## config.mk

```make
export PLATFORM = sky130hd
export DESIGN_NAME = uart_tx_serializer
export DESIGN_NICKNAME = d
export VERILOG_FILES = /design/src/rtl/uart_tx_serializer.sv
export SDC_FILE = /design/constraint.sdc
export NUM_CORES = 1
export LEC_CHECK = 0
export BUFFER_PORTS_ARGS = -buffer_cell sky130_fd_sc_hd__buf_2
export CORE_MARGIN = 2
export CORE_UTILIZATION = 55
export DETAILED_ROUTE_END_ITERATION = 10
export GPL_TIMING_DRIVEN = 0
export PLACE_DENSITY_LB_ADDON = 0.15
export SLEW_MARGIN = 20
export SYNTH_ARGS = -nofsm -noshare
export SYNTH_HDL_FRONTEND = slang
export SYNTH_SLANG_ARGS = --single-unit
```

## constraint.sdc

```tcl
create_clock -name clk -period 2.4 [get_ports clk]
set_input_delay 0.12 -clock clk [delete_from_list [all_inputs] [get_ports clk]]
set_output_delay 0.12 -clock clk [all_outputs]
set_load 0.01 [all_outputs]
```

## src/rtl/uart_tx_serializer.sv

```systemverilog
// Byte-to-serial UART transmitter: start bit, 8 data bits LSB first, optional
// even parity, 1 or 2 stop bits. The line is registered and idles high.
module uart_tx_serializer #(
  parameter int CLKS_PER_BIT = 16,
  parameter int PARITY_EN    = 0,
  parameter int STOP_BITS    = 1
) (
  input  logic       clk,
  input  logic       rst_n,
  input  logic       tx_valid,
  input  logic [7:0] tx_data,
  output logic       tx_ready,
  output logic       txd,
  output logic       busy
);

  // state  | meaning
  // IDLE   | line high, ready for a byte
  // START  | driving start bit (0)
  // DATA   | driving shift register LSB, 8 bit times
  // PARITY | driving even parity bit
  // STOP   | driving stop bit(s) (1)
  typedef enum logic [2:0] {IDLE, START, DATA, PARITY, STOP} state_t;

  localparam int CW = (CLKS_PER_BIT > 1) ? $clog2(CLKS_PER_BIT) : 1;
  localparam logic [CW-1:0] RELOAD = CW'(CLKS_PER_BIT - 1);
  localparam logic LAST_STOP = (STOP_BITS == 2);

  state_t        state, state_nx;
  logic [CW-1:0] cnt, cnt_nx;
  logic [2:0]    idx, idx_nx;
  logic          stop_idx, stop_nx;
  logic [7:0]    sh, sh_nx;
  logic          par, par_nx;
  logic          line_nx;
  logic          tick;

  assign tick     = (cnt == '0);
  assign tx_ready = (state == IDLE);
  assign busy     = ~tx_ready;

  always_ff @(posedge clk or negedge rst_n) begin
    if (!rst_n) begin
      state    <= IDLE;
      cnt      <= '0;
      idx      <= '0;
      stop_idx <= 1'b0;
      sh       <= '0;
      par      <= 1'b0;
      txd      <= 1'b1;
    end else begin
      state    <= state_nx;
      cnt      <= cnt_nx;
      idx      <= idx_nx;
      stop_idx <= stop_nx;
      sh       <= sh_nx;
      par      <= par_nx;
      txd      <= line_nx;
    end
  end

  always_comb begin
    state_nx = state;
    cnt_nx   = cnt;
    idx_nx   = idx;
    stop_nx  = stop_idx;
    sh_nx    = sh;
    par_nx   = par;
    line_nx  = 1'b1;

    // one down-counter paces every bit; reload at each boundary keeps frames drift-free
    if (state != IDLE) begin
      cnt_nx = tick ? RELOAD : cnt - 1'b1;
    end

    case (state)
      IDLE: begin
        if (tx_valid) begin
          state_nx = START;
          sh_nx    = tx_data;
          par_nx   = ^tx_data;
          idx_nx   = '0;
          stop_nx  = 1'b0;
          cnt_nx   = RELOAD;
        end
      end
      START: begin
        if (tick) state_nx = DATA;
      end
      DATA: begin
        if (tick) begin
          sh_nx = {1'b0, sh[7:1]};
          if (idx == 3'd7) begin
            state_nx = (PARITY_EN != 0) ? PARITY : STOP;
          end else begin
            idx_nx = idx + 3'd1;
          end
        end
      end
      PARITY: begin
        if (tick) state_nx = STOP;
      end
      STOP: begin
        if (tick) begin
          if (stop_idx == LAST_STOP) begin
            state_nx = IDLE;
            cnt_nx   = '0;
          end else begin
            stop_nx = 1'b1;
          end
        end
      end
      default: state_nx = IDLE;
    endcase

    // line level follows the state being entered so txd comes straight from a flop
    case (state_nx)
      START:   line_nx = 1'b0;
      DATA:    line_nx = sh_nx[0];
      PARITY:  line_nx = par_nx;
      default: line_nx = 1'b1;
    endcase
  end

endmodule
```

## Word level (Yosys, flattened, before mapping)

Index checks and enable logic that the tools add are counted.
Widths: inputs -> output; s select.

| storage, ports and cells | value |
|---|---|
| output and inout bits | 3 |
| bits in registers | 21 |
| logic and storage cells | 60 |
| input port bits | 11 |

| operators by class | value |
|---|---|
| bitwise logic cells | 1 |
| eq/ne operators | 12 |
| add/subtract/negate cells | 2 |
| muxes and demuxes | 28 |
| reduce and logical (&&, ||, !) cells | 9 |

Operators with widths:

| cell | number |
|---|---|
| $mux 3 | 10 |
| $mux 4 | 5 |
| $mux 8 | 2 |
| $pmux 8 s2 | 1 |
| $pmux 3 s5 | 1 |
| $eq 3x2->1 const B | 4 |
| $ne 2x2->1 const B | 4 |
| $pmux 4 s2 | 1 |
| $reduce_xor 8->1 | 1 |
| $eq 3x1->1 const B | 2 |
| $eq 3x3->1 const B | 2 |
| $pmux 3 s2 | 1 |
| $reduce_and 3->1 | 2 |
| $mux 1 | 5 |
| $logic_not 4->1 | 1 |
| $reduce_and 4->1 | 1 |
| $reduce_bool 2->1 | 2 |
| $sub 4x1->4 const B | 1 |
| $add 3x1->3 const B | 1 |
| $logic_not 3->1 | 1 |
| $pmux 1 s3 | 1 |
| $reduce_bool 3->1 | 1 |
| $pmux 1 s2 | 1 |
| $not 1->1 | 1 |

## Longest topological paths before layout

| logic depth | value |
|---|---|
| depth in word-level cells | 6 |
| mapped depth | 8 |

## Worst setup path before layout

Ideal clock, no wire load.

| path | value |
|---|---|
| path type | reg2reg |
| start | register cnt[0] |
| end | register idx[0] |
| stages on the path, launching flop included | 8 |
| path slack | 0.532 ns |
| required time | 2.275 ns |
| clock period less this slack | 1.868 ns |
| buffers on the path | 0 |
| arrival | 1.744 ns |
| cell sequence | dfrtp_1 inv_1 ha_1 nor3b_4 mux2_1 nand2_1 a31o_2 mux2_2 |

| on the way | value |
|---|---|
| cells in the longest elaborated chain, start to end | 3 |

Ends and longest elaborated chain:

| what | RTL line | RTL |
|---|---|---|
| start: declaration | 30 | `logic [CW-1:0] cnt, cnt_nx;` |
| start signal: assignment | 53 | `cnt <= cnt_nx;` |
| $logic_not 4->1 | 38 | `assign tick = (cnt == '0);` |
| $ne 2x2->1 (no source line) | -- |  |
| $reduce_and 4->1 (no source line) | -- |  |
| end signal: assignment | 54 | `idx <= idx_nx;` |
| end: declaration | 31 | `logic [2:0] idx, idx_nx;` |

Every way passes these cells.
A chain may end at the register's enable or synchronous reset.

## Worst setup path in the final report

Same ends and word-level chain as after synthesis.

==> flow_summary.json <==
{
  "cp.depth": 7,
  "drt_pass1_iterations": 4,
  "vias": 842,
  "syn_avg_cell_area_sq_um": 10.3,
  "core_sq_um": 1780,
  "sw_frac_of_total": 0.378,
  "timing_worst_setup_path_type": "flop to flop",
  "clockPowerShare": 0.124,
  "outcome": "finished clean",
  "synth_ff_type": "dfrtp_1",
  "area_growth_pct": 12.3,
  "internal_power_mw": 0.798,
  "most-common-layout-cells": "dfrtp_1 (19), buf_2 (15), inv_1 (11), nand2_1 (8)",
  "syn_area_sq_um": 1080,
  "min_path_type": "input port to flop",
  "ys_types": 32,
  "wl_per_cell_microns": 13.3,
  "grt_max_degree": 21,
  "grt_pass1_vias": 753,
  "design.portCount": 14,
  "pwr-share-seq": 0.453,
  "vias_per_cell": 5.73,
  "end_kind": "flop",
  "yosysWarnings": 0,
  "netlist.area_leader.share": 0.442,
  "dieArea_sq_um": 2330,
  "reg2reg_depth": 7,
  "yosys-top-cells-area": "dfrtp_1 (44%), xnor2_1 (5.7%), a222oi_1 (5.6%)",
  "layout-drive-gt1-share": 0.221,
  "max-vdd-ir-drop_mv": 0.578,
  "yosysSeqAreaShare": 0.466,
  "fin_crit_sh": 0.891,
  "maxSlewHeadroom": 0.712,
  "worst_path_largest_cell_delay_ns": 0.42,
  "p_per_area_nw_per_um2": 1060,
  "worstMarginPinSlew_ns": 0.433,
  "ant_nets": 0,
  "route.detailed.drc": 0,
  "clk_pin_slew_ns": 0.11,
  "post_cts_resize_count": 0,
  "drt_iter0_drc": 36,
  "synth-edff-count": 0,
  "layout_commonest_cell": "dfrtp_1",
  "antenna_cells": 0,
  "cellLeakagePower_nw": 0.580,
  "htreeDepth": 1,
  "cap_violations": 0,
  "grt.total_usage": 0.194,
  "clk_path_buf_depth": 2,
  "grt_pass1_wl_microns": 3140,
  "rows": 15,
  "cp.arrival_ns": 2.32,
  "required_ns": 2.58,
  "path_cells": "inv_1 > ha_1 > nor3b_4 > mux2_1 > nand2_1 > a31o_2 > mux2_2",
  "async_reset_ff_frac": 1.00,
  "ys_ff_latch": 20,
  "finalSetupTns_ns": 0,
  "fmax_ghz": 0.468,
  "r2r_end": "idx[0]$_DFFE_PN0P_",
  "reg2reg_slack_ns": 0.26,
  "grt_remaining_overflow": 0,
  "finalSetupViolations": 0,
  "initial_core_util": 0.604,
  "cts_tree": "yes",
  "syn-instance-count": 104,
  "die_w_microns": 48.2,
  "root_buffer": "clkbuf_4",
  "slew_violations": 0,
  "final_util": 0.678,
  "p_sw_mw": 0.485,
  "clock_skew_ns": 0.0116,
  "cts_buffers": 3,
  "crit_path_max_fanout": 9,
  "r2r-start": "cnt[0]$_DFF_PN0_",
  "cts_setup_buffers": 0,
  "cp_slowest_cell": "dfrtp_1",
  "antenna_found_initial": 0,
  "cpLargestDelayFamily": "simple AND/OR/NAND/NOR gates",
  "cp-start-kind": "flop",
  "yosys.area.top_type": "dfrtp_1",
  "final_hold_viol_count": 0,
  "endpoint": "idx[0]$_DFFE_PN0P_",
  "finalCriticalPeriod_ns": 2.14,
  "grt_setup_unrepaired": "false",
  "cp_num_buf_inv": 1,
  "setup.worst_path.start": "cnt[0]$_DFF_PN0_",
  "wl_microns": 1960,
  "dp_hpwl_microns": 1450,
  "worstSkewPairLatency_ns": 0.30,
  "synth_nets": 118,
  "p_comb_frac": 0.424,
  "clock-sinks": 20,
  "portBuffers": 13,
  "finalNetCount": 137,
  "die_y_microns": 48.2,
  "gp_congestion": 0.816
}
Yosys cell counts (all sizes together), types with 3 or more instances:
| master | number |
|---|---|
| nor2 | 6 |
| o21ai | 7 |
| xnor2 | 7 |
| a22o | 4 |
| a21oi | 5 |
| ha | 3 |
| buf | 4 |
| a222oi | 6 |
| inv | 11 |
| dfrtp | 19 |
| nand2 | 8 |
worst reg2reg max path, stage by stage, from the launching register on:
cell and delay [ns]:
dfrtp_1 0.42, inv_1 0.07, ha_1 0.24, nor3b_4 0.36, mux2_1 0.19, nand2_1 0.19, a31o_2 0.30, mux2_2 0.26
worst min-delay path by stage:
stage | startpoint | to | slack, ns | cells past startpoint
6_report | tx_data[4] | sh[4]$_DFFE_PN0P_ | 0.06 | 3
4_1_cts | tx_data[4] | sh[4]$_DFFE_PN0P_ | 0.05 | 3
2_1_floorplan | rst_n | cnt[0]$_DFF_PN0_ | -0.18 | 0
5_1_grt | tx_data[7] | sh[7]$_DFFE_PN0P_ | 0.06 | 2
3_3_place_gp | rst_n | cnt[2]$_DFF_PN0_ | 0.09 | 1
3_5_place_dp | rst_n | cnt[2]$_DFF_PN0_ | 0.09 | 1
metal layers:
layer	GRT usage	routed length, microns	vias to the layer above
met2	0.308	881	25
met3	0.0630	108	0
met4	0.0432	0	0
li1	-	-	414
met1	0.261	965	403
met5	0	0	-
state kept, by name (all words and copies together), names as in the netlist:
register and flops:
state 3, par 1, cnt 4, txd 1, sh 8, idx 3
logic make-up after synthesis:
family | share of synthesized area
adder cells (fa/ha/maj) | 0.0349
AND/OR/NAND/NOR | 0.140
AO/OA/AOI/OAI | 0.213
flip-flops | 0.466
buffers and inverters | 0.0686
XOR/XNOR | 0.0570
multiplexers | 0.0209
per-stage QoR:
step	worst slack [ns]	instance area (sq um)	instances	power (mW)	hold slack [ns]
global route	0.116	1210	147	1.40	0.0580
floorplan	0.532	1080	104	0.989	-0.176
global placement	0.309	1170	142	1.11	0.0864
detailed placement	0.275	1170	142	1.13	0.0871
finish	0.261	1210	147	1.28	0.0635
CTS	0.258	1210	147	1.29	0.0523
final cells by class:
type                    count  area [sq um]
inverters                  11          41.3
well taps                  25          31.3
multi-input cells          69           500
flip-flops and latches     20           502
plain buffers               4          32.5
clock buffers               4          26.3
repair buffers             14          75.1
fillers                   142           574
power by group through the flow:
| stage | Combinational [mW] | Sequential [mW] | Clock [mW] |
|---|---|---|---|
| 5_1_grt | 0.622 | 0.599 | 0.183 |
| 2_1_floorplan | 0.422 | 0.568 | 0 |
| 4_1_cts | 0.545 | 0.581 | 0.169 |
| 3_3_place_gp | 0.523 | 0.582 | 0 |
| 6_report | 0.544 | 0.581 | 0.159 |
| 3_5_place_dp | 0.541 | 0.589 | 0 |
repair_timing:
item	in CTS	in global routing
setup endpoints to repair	0	0
hold buffers	1	0
hold endpoints to repair	19	0
Power figures use the tool's default switching activity.
